**src/rtl/mips_regfile_32x32.sv**
```systemverilog
// 32x32 integer register file: one synchronous write port, two combinational read ports, R0 reads zero.
// Write lands on the rising edge, reads have zero latency, no backpressure; async active-low clear.
module mips_regfile_32x32 (
  input  logic        clk_i,
  input  logic        rst_n_i,
  input  logic [4:0]  rd_i,
  input  logic [31:0] rd_dat_i,
  input  logic        rw_i,
  input  logic [4:0]  rs_i,
  input  logic [4:0]  rt_i,
  output logic [31:0] rs_dat_o,
  output logic [31:0] rt_dat_o
);

  logic [31:0] regs_q [1:31];
  logic [31:0] regs_d [1:31];
  logic [31:0] wr_en;
  logic [31:0] rf_view [32];

  // Bit 0 of the decode is masked so writes to R0 are dropped.
  always_comb begin
    wr_en = '0;
    if (rw_i) begin
      wr_en = 32'd1 << rd_i;
    end
    wr_en[0] = 1'b0;
  end

  always_comb begin
    for (int i = 1; i < 32; i++) begin
      regs_d[i] = wr_en[i] ? rd_dat_i : regs_q[i];
    end
  end

  always_ff @(posedge clk_i or negedge rst_n_i) begin
    if (!rst_n_i) begin
      for (int i = 1; i < 32; i++) begin
        regs_q[i] <= '0;
      end
    end else begin
      for (int i = 1; i < 32; i++) begin
        regs_q[i] <= regs_d[i];
      end
    end
  end

  always_comb begin
    rf_view[0] = '0;
    for (int i = 1; i < 32; i++) begin
      rf_view[i] = regs_q[i];
    end
  end

  assign rs_dat_o = rf_view[rs_i];
  assign rt_dat_o = rf_view[rt_i];

endmodule

```
**config.mk**
```make
export PLATFORM = sky130hd
export DESIGN_NAME = mips_regfile_32x32
export DESIGN_NICKNAME = d
export VERILOG_FILES = /design/src/rtl/mips_regfile_32x32.sv
export SDC_FILE = /design/constraint.sdc
export NUM_CORES = 2
export LEC_CHECK = 0
export CORE_MARGIN = 2
export CORE_UTILIZATION = 35
export CTS_BUF_LIST = sky130_fd_sc_hd__clkbuf_4 sky130_fd_sc_hd__clkbuf_8
export DETAILED_ROUTE_END_ITERATION = 10
export HOLD_SLACK_MARGIN = 0.05
export PLACE_DENSITY = 0.57
export SETUP_SLACK_MARGIN = 0.3
export SLEW_MARGIN = 20
export SYNTH_ARGS = -nofsm -noshare
export SYNTH_HDL_FRONTEND = slang
export SYNTH_SLANG_ARGS = --single-unit
```
**constraint.sdc**
```tcl
create_clock -name clk_i -period 3.3 [get_ports clk_i]
set_input_delay 0.66 -clock clk_i [delete_from_list [all_inputs] [get_ports clk_i]]
set_output_delay 0.66 -clock clk_i [all_outputs]
set_load 0.02 [all_outputs]
```
==> impl_metrics.tcl <==
set metrics [dict create \
    run_status "complete, but fails checks" \
    violations "setup timing" \
    syn-num-nets 3681 \
    power_per_cell_area_nw_per_um2 576 \
    max_cap_viol_count 0 \
    grt_usage_pct 23.7 \
    dp_hpwl_microns 117000 \
    grt_max_degree 102 \
    vdd_drop_max_uv 465 \
    dp_cells 5760 \
    clock_path_buffers 3 \
    cp_data_arrival_time_ps 2680 \
    firstDrtPassIters 7 \
    ys_top_cells_by_area "dfrtp_1 47%, mux2_2 22%, mux4_2 16%" \
    rsz0062_at_grt "true" \
    path_class "input pin to output pin" \
    grt_pass1_vias 37400 \
    yosysWarnings 0 \
    hold_class "input pin to asynchronous set/reset pin" \
    use_met2_pct 36.7 \
    nFillCells 13700 \
    rows 143 \
    drive_gt1_share_pct 59.8 \
    slew_headroom_pct 27.6 \
    clk_pin_slew_worst_paths_ps 60 \
    critPathRequiredTime_ps 2640 \
    synth_top_cell_by_area "dfrtp_1" \
    path_max_fanout 13 \
    synthFlopType "dfrtp_1" \
    coreArea_sq_um 151000 \
    met1_usage_pct 33.7 \
    critPathCaptureType "output pin" \
    syn-instance-count 3631 \
    viasPerCell 5.91 \
    p_leak_nw 28.6 \
    cp-start-kind "input pin" \
    finalCritPeriodShare_pct 101 \
    reg2reg_slack_ps 2280 \
    async_reset_ff_share_pct 100 \
    nets 4042 \
    avgSynthCellArea_sq_um 14.7 \
    portBuffers 113 \
    drc 0 \
    largest_register "regs_q" \
    synth-seq-area-share_pct 46.7 \
    largest_registers "regs_q (992)" \
    yosys.cell_types.count 31 \
    totalPowerFinal_w 0.0379 \
    die-height_microns 394 \
    routed_wirelength_microns 186000 \
    hold_viol 0 \
    cts_sinks 992 \
    fmax_mhz 299 \
    cts_made_buffers 174 \
    maxSlewViolCount 0 \
    antenna_found_initial 7 \
    synth_area_sq_um 53200 \
    grt_overflow 0 \
    wire_per_inst_microns 30.2 \
    ioPinCount 114 \
    synth_edf_count 0 \
    fin_cells 6159 \
    die_x_microns 394 \
    grt_pass1_wl_microns 272000 \
    largest_reg_flops 992 \
    yosys.area.top_type_share_pct 46.7 \
    cts_tree "done" \
    htree_levels 4 \
    root_buffer "clkbuf_8" \
    drt_iter0_markers 3398 \
    area_delta_synth_final_pct 23.6 \
    ant_nets 0 \
    fin_ws_ps -42.8 \
    busiest_layer "met2" \
    setup_tns_ps -43.9 \
    finClkSkew_ps 0 \
    gp_congestion 0.817 \
    start_util_pct 35.1 \
    max_slew.worst_pin.slew_ps 1080 \
    use_met3_pct 4.14 \
    period_needed_ps 3340 \
    vias 36400 \
    ys_seq_elements 992 \
    clock_latency_ps 900 \
    setup_viol 2 \
    utilization_pct 43.4 \
    dieArea_sq_um 155000 \
    hold_slack_ps 365 \
]
synth_stat cells, types with 15 or more instances:
library cell and n:
mux2_2 1033, clkbuf_1 207, mux4_2 384, dfrtp_1 992
nor2_1 15, buf_1 57, mux2i_1 162, buf_6 19
buf_2 76, a22o_1 191, buf_4 39, o21ai_1 64
and3_1 33, o31ai_1 64, nand2_1 83, o22ai_1 64
mux2_1 22, and2_1 34, a211oi_1 64
path summary, 6_finish.rpt:
| kind | from | to | cells after the start |
|---|---|---|---|
| setup / recovery | rs_i[2] | rs_dat_o[17] | 10 |
| hold / removal | rst_n_i | regs_q[921] | 2 |
| setup reg to reg | regs_q[116] | regs_q[116] | 3 |
| hold reg to reg | regs_q[902] | regs_q[902] | 1 |
| max in group asynchronous | rst_n_i | regs_q[390] | 4 |
| min in group clk_i | rd_dat_i[28] | regs_q[476] | 2 |
kinds of logic (layout without fill, tap and decap cells):
logic type	count (synthesis)	after routing	synth area share [%]
DFF	992	992	46.7
AOI/OAI and AO/OA	447	447	6.31
muxes	1601	1601	41.6
and+or+nand+nor	191	191	1.84
buffers and inverters	400	896	3.54
other	0	2	0
placed cells by master, fill, tap and decap left out, drive strengths merged:
| master | instances |
|---|---|
| mux2 | 1055 |
| dfrtp | 992 |
| buf | 547 |
| mux4 | 384 |
| clkbuf | 275 |
| a22o | 191 |
| mux2i | 162 |
| nand2 | 83 |
| o22ai | 64 |
| o21ai | 64 |
| a211oi | 64 |
| o31ai | 64 |
| and2 | 34 |
| and3 | 33 |
| clkdlybuf4s50 | 29 |
| clkinv | 20 |
| nor2 | 19 |
| inv | 13 |
| bufinv | 9 |
| nor2b | 6 |
| nor3b | 4 |
| nand3b | 4 |
| diode | 2 |
| nand2b | 2 |
| nand3 | 2 |
| or3b | 1 |
| and3b | 1 |
| nor3 | 1 |
| or2 | 1 |
| clkinvlp | 1 |
| bufbuf | 1 |
| dlygate4sd3 | 1 |
what timing repair did:
item,in CTS,in global routing
hold buffers,1,0
endpoints found under the hold margin,36,0
buffers inserted,33,44
pin swaps,151,69
gates resized for setup,445,44
gates cloned,3,5
setup endpoints to repair,64,64
worst max-delay path, stage by stage:
cell	delay (ps)
buf_8	210
buf_12	180
buf_4	200
buf_4	210
mux4_2	330
a22o_1	240
o21ai_2	180
o31ai_4	120
buf_4	150
buf_6	120
report_power, final:
part,internal (W),switching [W]
clock network,0.00724,0.00545
registers,0.0146,0.00183
logic,0.00525,0.00353
routing by layer:
| metal | up-vias | share of wire, % |
|---|---|---|
| met4 | 10 | 3.2 |
| li1 | 14900 | - |
| met2 | 1443 | 46 |
| met3 | 356 | 6.4 |
| met1 | 19700 | 44 |
| met5 | - | 0.037 |
through the flow:
step	instance area (sq um)	worst slack, ps
final	65700	-42.8
after CTS	65100	-105
after global routing	65700	-81.0
after global placement	59500	-588
after floorplan	53200	353
after detailed placement	59500	-571
layout make-up:
cell class | instances | area, sq um | share of cell area (%)
diodes | 2 | 5.00 | 0.00761
clock buffers | 270 | 3370 | 5.13
clock inverters | 41 | 505 | 0.769
inverters | 2 | 10.0 | 0.0152
multi-input cells | 2239 | 27700 | 42.2
flip-flops and latches | 992 | 24800 | 37.8
well taps | 2030 | 2540 | 3.86
repair buffers | 583 | 6750 | 10.3
No activity file was read; power rests on OpenSTA's default activity.
